<file path="src/rtl/moore_tcount_n.sv">
// Parametrised T-flip-flop Moore counter: up/down, sync load/clear, match output, sticky wrap flag.
// Optional saturating mode when MOORE_TCOUNT_SAT_EN is defined.
module moore_tcount_n #(
  parameter int               WIDTH = 4,
  parameter logic [WIDTH-1:0] MATCH = {WIDTH{1'b1}}
) (
  input  logic             clk,
  input  logic             res,
  input  logic             x_in,
  input  logic             up_dn,
  input  logic             load,
  input  logic [WIDTH-1:0] load_val,
  input  logic             clr,
  output logic [WIDTH-1:0] state,
  output logic             y_out,
  output logic             wrap_flag
);

  logic [WIDTH-1:0] t;
  logic             wrap;
  logic             carry;

  // Toggle enables: a bit flips once every lower bit is at its terminal value
  // (all ones counting up, all zeros counting down).
  always_comb begin
    t     = '0;
    wrap  = 1'b0;
    carry = 1'b1;
    if (load) begin
      t = state ^ load_val;
    end else if (x_in) begin
      wrap = up_dn ? (&state) : ~(|state);
      for (int i = 0; i < WIDTH; i++) begin
        t[i]  = carry;
        carry = carry & (up_dn ? state[i] : ~state[i]);
      end
`ifdef MOORE_TCOUNT_SAT_EN
      if (wrap) t = '0;
`else
`endif
    end
  end

  always_ff @(posedge clk or negedge res) begin
    if (!res) begin
      state     <= '0;
      wrap_flag <= 1'b0;
    end else if (clr) begin
      state     <= '0;
      wrap_flag <= 1'b0;
    end else begin
      state <= state ^ t;
      if (wrap) wrap_flag <= 1'b1;
    end
  end

  assign y_out = (state == MATCH);

endmodule
</file>
<file path="config.mk">
export PLATFORM = sky130hd
export DESIGN_NAME = moore_tcount_n
export DESIGN_NICKNAME = d
export VERILOG_FILES = /design/src/rtl/moore_tcount_n.sv
export SDC_FILE = /design/constraint.sdc
export NUM_CORES = 1
export LEC_CHECK = 0
export BUFFER_PORTS_ARGS = -buffer_cell sky130_fd_sc_hd__buf_2
export CAP_MARGIN = 20
export CORE_AREA = 2 2 39 41
export DETAILED_ROUTE_END_ITERATION = 16
export DIE_AREA = 0 0 41 43
export PLACE_DENSITY = 0.51
export SYNTH_ARGS = -nofsm -noshare
export SYNTH_HDL_FRONTEND = slang
export SYNTH_SLANG_ARGS = --single-unit
</file>
<file path="constraint.sdc">
create_clock -name clk -period 2.45 [get_ports clk]
set_input_delay 0.3675 -clock clk [delete_from_list [all_inputs] [get_ports clk]]
set_output_delay 0.3675 -clock clk [all_outputs]
set_load 0.005 [all_outputs]
</file>
==> results of run 1 <==
-- synthesized netlist by cell type --
| cell | count |
|---|---|
| nand3_1 | 1 |
| and4_1 | 1 |
| o22ai_1 | 1 |
| nor3_1 | 1 |
| clkbuf_2 | 1 |
| o31a_1 | 1 |
| a211o_1 | 1 |
| mux2i_1 | 1 |
| a32oi_1 | 1 |
| nor2b_1 | 1 |
| or4b_4 | 1 |
| or3_1 | 1 |
| nor4_1 | 1 |
| a22oi_1 | 1 |
| a2111oi_0 | 1 |
| dfrtp_1 | 5 |
| nand4_1 | 2 |
| or3b_2 | 1 |
| nor2_1 | 2 |
| xnor2_1 | 1 |
| and3_4 | 1 |
| and3_1 | 1 |
| xor2_1 | 2 |
| inv_1 | 3 |
| a21oi_1 | 2 |
| a211o_2 | 1 |
| buf_6 | 1 |
-- power breakdown --
part / switching [W] / total (W) / internal (W)
Combinational: 0.0000241 / 0.0000507 / 0.0000266
Clock: 0.0000334 / 0.0000949 / 0.0000616
Sequential: 0.00000995 / 0.0000992 / 0.0000892
Total: 0.0000674 / 0.000245 / 0.000177
-- logic make-up (layout without fill, tap and decap cells) --
kind of cell           Yosys count  after routing  synth area share (%)
multiplexers                     1              1                  2.82
AO/OA/AOI/OAI                    9              9                  19.4
buffers and inverters            5             23                  7.74
flip-flops                       5              5                  35.2
XOR/XNOR                         3              3                  7.40
AND/OR/NAND/NOR                 14             14                  27.5
-- per-layer routing --
layer	vias up	track usage [%]	share of wire, %
met5	-	0	0
met4	0	8.00	0
met3	0	1.57	5.7
met2	9	15.9	48
met1	167	14.8	46
li1	178	-	-
-- through the flow --
step	total power [W]	hold WS, ns	setup WS, ns	cell area (µm²)	util [%]
global route	0.000263	0.351	0.859	470	34.0
detailed placement	0.000150	0.190	0.836	434	31.4
global placement	0.000150	0.188	0.847	434	31.4
finish	0.000245	0.355	0.902	470	34.0
CTS	0.000251	0.348	0.895	470	34.0
floorplan	0.000129	0.0719	0.942	355	-
-- placed cells by master (no fill, tap or decap) --
master          n
or4b_4          1
a211o_2         1
clkbuf_1        1
or3_1           1
and4_1          1
nor4_1          1
a32oi_1         1
nor2b_1         1
o22ai_1         1
a21oi_1         2
nand4_1         2
o31a_1          1
a211o_1         1
nor2_1          2
nor3_1          1
clkbuf_4        3
xor2_1          2
or3b_2          1
dlygate4sd3_1   1
a22oi_1         1
a2111oi_0       1
nand3_1         1
and3_1          1
xnor2_1         1
and3_4          1
inv_1           3
buf_2          15
dfrtp_1         5
mux2i_1         1
-- layout make-up --
| type | count | area, µm² |
|---|---|---|
| clock buffers | 4 | 26.3 |
| well taps | 16 | 20.0 |
| fillers | 143 | 913 |
| flip-flops and latches | 5 | 125 |
| repair buffers | 16 | 85.1 |
| multi-input cells | 27 | 203 |
| inverters | 3 | 11.3 |
-- state kept, by name (all words and copies together) (netlist names) --
signal	count
state	4
wrap_flag	1
-- worst max-delay path by stage --
stage          startpoint  endpoint  depth (start not counted)
5_1_grt          state[0]  state[2]                          3
2_1_floorplan    state[0]  state[2]                          3
6_report         state[0]  state[2]                          3
3_3_place_gp        up_dn  state[2]                          4
4_1_cts          state[0]  state[2]                          3
3_5_place_dp        up_dn  state[2]                          4
==> results.py, run 1 <==
metrics = {
    "status": {
        "status": "complete, no violations",
    },
    "hold_path": {
        "hold_start": "load_val[1]",
        "hold_path_class": "in -> reg",
        "hold_path_depth": 2,
        "hold_end": "state[1]",
    },
    "power": {
        "power.leakage_nw": 0.233,
        "ir_drop_uv": 257,
        "powerDensity_nw_per_um2": 520,
    },
    "worst_setup_path": {
        "required_ns": 2.57,
        "crit_buf_inv": 0,
        "cp-end-kind": "flop",
        "max_stage_delay_ns": 0.56,
        "reg2reg_to": "state[2]",
        "r2r_slack_ns": 0.90,
        "cp-start-kind": "flop",
        "regToRegStartpoint": "state[0]",
        "crit_chain": "or4b_4, and3_4, o31a_1",
        "path_class": "reg -> reg",
        "crit_slowest_cell": "or4b_4",
        "cp_top_family": "simple AND/OR/NAND/NOR gates",
        "ff2ff_path_depth": 3,
        "worstPathMaxFanout": 7,
        "cp_data_arrival_time_ns": 1.67,
    },
    "finish": {
        "drive_gt1_share_pct": 40.0,
        "antenna_cells": 0,
        "nNetsFinal": 66,
        "instances_no_fill": 71,
        "syn2layout_area_growth_pct": 32.4,
    },
    "clock_tree": {
        "ctsHoldBuffers": 1,
        "clock_path_buffers": 2,
        "clock_sinks": 5,
        "root_buffer": "clkbuf_4",
        "cts_made_buffers": 3,
        "cts_setup_buffers": 0,
        "cts_tree": "built",
        "cts-resized-gates": 0,
        "clk_pin_slew_worst_paths_ns": 0.04,
        "htree_levels": 1,
        "clk_latency_ns": 0.24,
    },
    "routing": {
        "first_pass_iters": 4,
        "routed_wl_um": 860,
        "drt_iter0_markers": 7,
        "via_per_inst": 4.99,
        "via_count": 354,
        "wire_per_inst_um": 12.1,
        "drc_errors": 0,
        "ant_nets": 0,
    },
    "synth": {
        "synth.avg_cell_area_um2": 9.60,
        "synth.net_count": 47,
        "synth_cells": 37,
        "yosysUniqueCellTypes": 27,
        "yosysWarnings": 0,
        "synth_area_um2": 355,
        "synth_top_area_cell": "dfrtp_1",
        "synth_area_leaders": "dfrtp_1 35%, xor2_1 4.9%, or4b_4 3.9%",
        "ys_seq_area_share_pct": 35.2,
        "synth.top_cell.area_share_pct": 35.2,
        "ys_ff_latch": 5,
    },
    "place": {
        "place_congestion": 0.634,
        "portBuffers": 15,
        "place_inst": 66,
    },
    "global_route": {
        "antenna_found_initial": 0,
        "grt_use_total_pct": 11.2,
        "overflow": 0,
        "grt_start_max_net_pins": 10,
        "grt_pass1_vias": 330,
        "grt_pass1_wl_mm": 1.35,
    },
    "timing": {
        "worst-slew-pin-transition_ns": 0.362,
        "setup_viol": 0,
        "slew_violations": 0,
        "period_share_pct": 63.2,
        "fmax_mhz": 646,
        "period_needed_ns": 1.55,
        "rsz0062_at_grt": "false",
        "finalHoldViolations": 0,
        "tns_ns": 0,
        "relSlewSlack_pct": 75.2,
        "fin_skew_ns": 0.0000871,
    },
    "die": {
        "start_util_pct": 25.7,
        "io_pins": 16,
        "die_area_um2": 1760,
        "dieWidth_um": 41,
        "rows": 14,
        "die_h_um": 43,
        "core_area_um2": 1380,
    },
    "job": {
        "cap_violations": 0,
    },
}
(Power assumes the default switching activity.)
==> run 2: changes to the inputs <==
Clock period 2.45 ns to 1.5 ns, I/O delays scaled along.
==> results.py, run 2 (same netlist as run 1, synthesis figures left out) <==
metrics = {
    "power": {
        "combPwrFrac_pct": 24.3,
        "ir_drop_uv": 414,
        "p_switching_w": 0.000105,
        "seqPwrFrac_pct": 38.8,
        "swShare_pct": 26.1,
        "p_int_w": 0.000298,
        "powerDensity_nw_per_um2": 815,
        "power.share.clock_pct": 36.9,
        "power.leakage_nw": 0.247,
    },
    "finish": {
        "antenna_cells": 0,
        "final_cell_mix": "15 x buf_2, 4 x dfrtp_1, 3 x inv_1, 3 x clkbuf_4, 3 x buf_4",
        "final_util_pct": 35.7,
        "largest_reg_flops": 4,
        "design_area_um2": 494,
        "nNetsFinal": 69,
        "syn2layout_area_growth_pct": 39.1,
        "drive_gt1_share_pct": 44.8,
        "final_common_cell": "buf_2",
        "largest_registers": "state: 4 flops, wrap_flag: 1 flops",
        "largest-register": "state",
    },
    "timing": {
        "fmax_mhz": 683,
        "relSlewSlack_pct": 72.1,
        "worst-slew-pin-transition_ns": 0.408,
        "slew_violations": 0,
        "fin_skew_ns": 0.00186,
        "finalHoldViolations": 0,
        "rsz0062_at_grt": "false",
        "setup_slack_ns": 0.0354,
        "period_share_pct": 97.6,
        "setup_viol": 0,
        "period_needed_ns": 1.46,
        "tns_ns": 0,
    },
    "routing": {
        "ant_nets": 0,
        "drt_iter0_markers": 6,
        "routed_wl_um": 842,
        "via_per_inst": 4.95,
        "via_count": 366,
        "wire_per_inst_um": 11.4,
        "drc_errors": 0,
        "first_pass_iters": 3,
    },
    "die": {
        "start_util_pct": 25.7,
        "core_area_um2": 1380,
        "dieWidth_um": 41,
        "rows": 14,
        "die_h_um": 43,
        "die_area_um2": 1760,
        "io_pins": 16,
    },
    "clock_tree": {
        "cts_setup_buffers": 0,
        "cts_tree": "built",
        "clock_sinks": 5,
        "clk_pin_slew_worst_paths_ns": 0.04,
        "clk_latency_ns": 0.23,
        "cts_made_buffers": 3,
        "htree_levels": 1,
        "root_buffer": "clkbuf_4",
        "clock_path_buffers": 2,
    },
    "status": {
        "status": "complete, no violations",
    },
    "place": {
        "portBuffers": 15,
        "dp_slack_ns": 0.0381,
        "dpl-instance-area_um2": 458,
        "place_congestion": 0.663,
        "dp_hpwl_um": 690,
    },
    "worst_setup_path": {
        "ff2ff_path_depth": 3,
        "r2r_slack_ns": 0.04,
        "cp-start-kind": "flop",
        "startpoint": "state[0]",
        "endpoint": "state[2]",
        "path_class": "reg -> reg",
        "required_ns": 1.62,
        "worstPathMaxFanout": 4,
        "reg2reg_to": "state[2]",
        "cp_data_arrival_time_ns": 1.58,
        "cp-end-kind": "flop",
        "regToRegStartpoint": "state[0]",
    },
    "global_route": {
        "grt_pass1_wl_mm": 1.28,
        "antenna_found_initial": 0,
        "grt_pass1_vias": 321,
        "overflow": 0,
        "grt_start_max_net_pins": 10,
        "grt_use_total_pct": 10.9,
    },
    "job": {
        "cap_violations": 0,
    },
    "hold_path": {
        "hold_path_class": "in -> reg",
    },
}
[run 2: changes by cell type in the layout (fill, tap and decap cells not counted)]
| cell | change |
|---|---|
| buf_4 | +3 |
| dfrtp_1 | -1 |
| dfrtp_2 | +1 |
[run 2: worst min path at each step]
stage / start / end / cells after the start
global route: load_val[1] / state[1] / 2
detailed placement: res / state[2] / 1
global placement: res / state[3] / 1
finish: load_val[1] / state[1] / 2
floorplan: res / state[0] / 0
CTS: load_val[1] / state[1] / 2
[run 2: power by group through the flow]
| stage | logic (W) | registers [W] | clock network [W] |
|---|---|---|---|
| finish | 0.0000979 | 0.000156 | 0.000149 |
| global route | 0.000108 | 0.000158 | 0.000167 |
| detailed placement | 0.0000965 | 0.000158 | 0 |
| global placement | 0.0000970 | 0.000158 | 0 |
| CTS | 0.0000990 | 0.000156 | 0.000159 |
| floorplan | 0.0000481 | 0.000162 | 0 |
[run 2: per-layer routing]
metal / track usage, % / wire length (µm)
met4: 4.00 / 0
met1: 14.4 / 424
met3: 4.71 / 46
met5: 0 / 0
met2: 15.3 / 371
[run 2: area by class of cell]
cell class | count | area, µm²
Clock buffer | 4 | 26.3
Fill cell | 157 | 890
Inverter | 3 | 11.3
Multi-Input combinational cell | 27 | 203
Sequential cell | 5 | 126
Tap cell | 16 | 20.0
Timing Repair Buffer | 19 | 108
[run 2: critical path, cell delays in order (launching register included)]
cell     delay, ns
dfrtp_2       0.39
or4b_4        0.54
and3_4        0.19
o31a_1        0.23
[run 2: metrics by stage]
stage	hold slack, ns	power (W)	cells
final	0.230	0.000403	74
after global routing	0.226	0.000433	74
after CTS	0.220	0.000414	74
after detailed placement	0.0476	0.000255	69
after global placement	0.0447	0.000255	69
after floorplan	-0.0706	0.000210	37
[run 2: what timing repair did]
action,in CTS,in global routing
hold buffers,1,0
endpoints found under the hold margin,5,0
gates resized for setup,0,0
==> run 3: changes to the inputs <==
Settings changed: ABC_AREA from default to 1, GPL_TIMING_DRIVEN from default to 0, PLACE_DENSITY 0.51 to 0.5.
==> results.py, run 3 <==
metrics = {
    "finish": {
        "design_area_um2": 469,
        "antenna_cells": 0,
        "largest_reg_flops": 4,
        "largest_registers": "state: 4 flops, wrap_flag: 1 flops",
        "syn2layout_area_growth_pct": 36.9,
        "drive_gt1_share_pct": 26.0,
        "nNetsFinal": 84,
        "final_cell_mix": "14 x nand2_1, 14 x buf_2, 9 x nor2_1, 9 x inv_1, 7 x nand3_1",
        "largest-register": "state",
        "fillers": 167,
    },
    "timing": {
        "period_needed_ns": 1.23,
        "finalHoldViolations": 0,
        "tns_ns": 0,
        "period_share_pct": 82.3,
        "rsz0062_at_grt": "false",
        "relSlewSlack_pct": 84.5,
        "fmax_mhz": 810,
        "slew_violations": 0,
        "setup_viol": 0,
        "worst-slew-pin-transition_ns": 0.232,
        "fin_skew_ns": 0.00111,
    },
    "worst_setup_path": {
        "path_class": "reg -> out",
        "cp-end-kind": "output port",
        "worstPathMaxFanout": 7,
        "cp-start-kind": "flop",
        "cp_data_arrival_time_ns": 1.01,
        "required_ns": 1.27,
    },
    "synth": {
        "synth_most_common_cell": "nand2_1",
        "synth_area_leaders": "dfrtp_1 36%, nand2_1 15%, nand3_1 10%",
        "yosysUniqueCellTypes": 12,
        "netlist_top_cells_count": "14 x nand2_1, 9 x inv_1, 9 x nor2_1, 7 x nand3_1, 5 x dfrtp_1",
        "synth_top_area_cell": "dfrtp_1",
        "synth_cells": 54,
        "synth.top_cell.area_share_pct": 36.5,
        "ys_seq_area_share_pct": 36.5,
        "synth-main-ff-cell": "dfrtp_1",
        "async_reset_ff_share_pct": 100,
        "synth_area_um2": 343,
        "synth.avg_cell_area_um2": 6.35,
        "synth.net_count": 64,
        "synth-edff-count": 0,
        "yosysWarnings": 0,
        "ys_ff_latch": 5,
    },
    "die": {
        "die_area_um2": 1760,
        "die_h_um": 43,
        "core_area_um2": 1380,
        "start_util_pct": 24.8,
        "dieWidth_um": 41,
        "rows": 14,
        "io_pins": 16,
    },
    "global_route": {
        "overflow": 0,
        "grt_start_max_net_pins": 9,
        "grt_pass1_wl_mm": 1.35,
        "grt_use_total_pct": 11.6,
        "antenna_found_initial": 0,
        "grt_pass1_vias": 333,
    },
    "routing": {
        "drt_iter0_markers": 1,
        "first_pass_iters": 2,
        "ant_nets": 0,
        "drc_errors": 0,
        "via_count": 381,
        "via_per_inst": 4.28,
        "wire_per_inst_um": 9.02,
        "routed_wl_um": 803,
    },
    "clock_tree": {
        "clk_pin_slew_worst_paths_ns": 0.04,
        "root_buffer": "clkbuf_4",
        "clock_sinks": 5,
        "htree_levels": 1,
        "cts_tree": "built",
        "cts_made_buffers": 3,
        "clk_latency_ns": 0.23,
        "clock_path_buffers": 2,
    },
    "place": {
        "dp_hpwl_um": 661,
        "place_congestion": 0.680,
        "portBuffers": 14,
        "dpl-instance-area_um2": 433,
    },
    "job": {
        "cap_violations": 0,
    },
    "power": {
        "power.leakage_nw": 0.279,
        "ir_drop_uv": 317,
        "powerDensity_nw_per_um2": 833,
    },
    "status": {
        "status": "complete, no violations",
    },
    "hold_path": {
        "hold_path_class": "in -> reg",
    },
}
-- run 3: changes by cell type in the layout (fill, tap and decap cells not counted), moves of 2 or more --
cell	change
buf_4	-2
nand2_1	+14
xor2_1	-2
nor2_1	+7
inv_1	+6
nand3_1	+6
-- run 3: power breakdown --
| part | switching, W | internal [W] | leakage (nW) |
|---|---|---|---|
| combinational | 0.0000461 | 0.0000388 | 0.199 |
| sequential | 0.0000130 | 0.000145 | 0.0651 |
| clock | 0.0000477 | 0.000100 | 0.0150 |
| total | 0.000107 | 0.000284 | 0.279 |
-- run 3: worst paths after layout --
check                          start        end  slack (ns)  cells past startpoint
setup reg to reg            state[0]   state[2]        0.35                      8
hold reg to reg            wrap_flag  wrap_flag        0.51                      2
setup / recovery            state[0]      y_out        0.27                      3
hold / removal                   clr  wrap_flag        0.22                      2
max in group asynchronous        res  wrap_flag        1.04                      2
min in group asynchronous        res   state[0]        0.33                      2
-- run 3: final cells by class --
type	instances	area [µm²]	area share [%]
Timing Repair Buffer	15	80.1	17.1
Buffer	1	7.51	1.60
Multi-Input combinational cell	39	176	37.6
Tap cell	16	20.0	4.27
Inverter	9	33.8	7.20
Clock buffer	4	26.3	5.60
Sequential cell	5	125	26.7
-- run 3: cell families after synthesis --
logic type,count (synthesis),synth area share (%)
xor+xnor,1,2.56
simple gates,33,40.9
flops,5,36.5
buf+inv,10,12.0
compound gates,5,8.03
-- run 3: metrics by stage --
step | power [W] | setup WS [ns] | hold WS (ns) | utilization [%] | instances
floorplan | 0.000209 | 0.420 | -0.0706 | - | 54
global placement | 0.000245 | 0.341 | 0.0414 | 31.3 | 84
detailed placement | 0.000245 | 0.347 | 0.0452 | 31.3 | 84
CTS | 0.000401 | 0.250 | 0.221 | 33.9 | 89
global route | 0.000422 | 0.162 | 0.228 | 33.9 | 89
finish | 0.000391 | 0.265 | 0.223 | 33.9 | 89
-- run 3: repair_timing --
item,CTS,global route
hold buffers,1,0
endpoints found under the hold margin,5,0
gates resized for setup,0,0
buffers inserted,0,0
-- run 3: worst max-delay path, cell delays in order, from the launching register on --
cell	delay, ns
dfrtp_1	0.44
nand4_1	0.16
inv_1	0.07
buf_2	0.10
-- run 3: metal layers --
metal,vias to the layer above,share of wire [%],global-route usage (%)
met4,0,1.1,10.0
met3,2,6.2,1.57
met5,-,0,0
met2,8,46,15.6
met1,165,47,15.4
li1,206,-,-
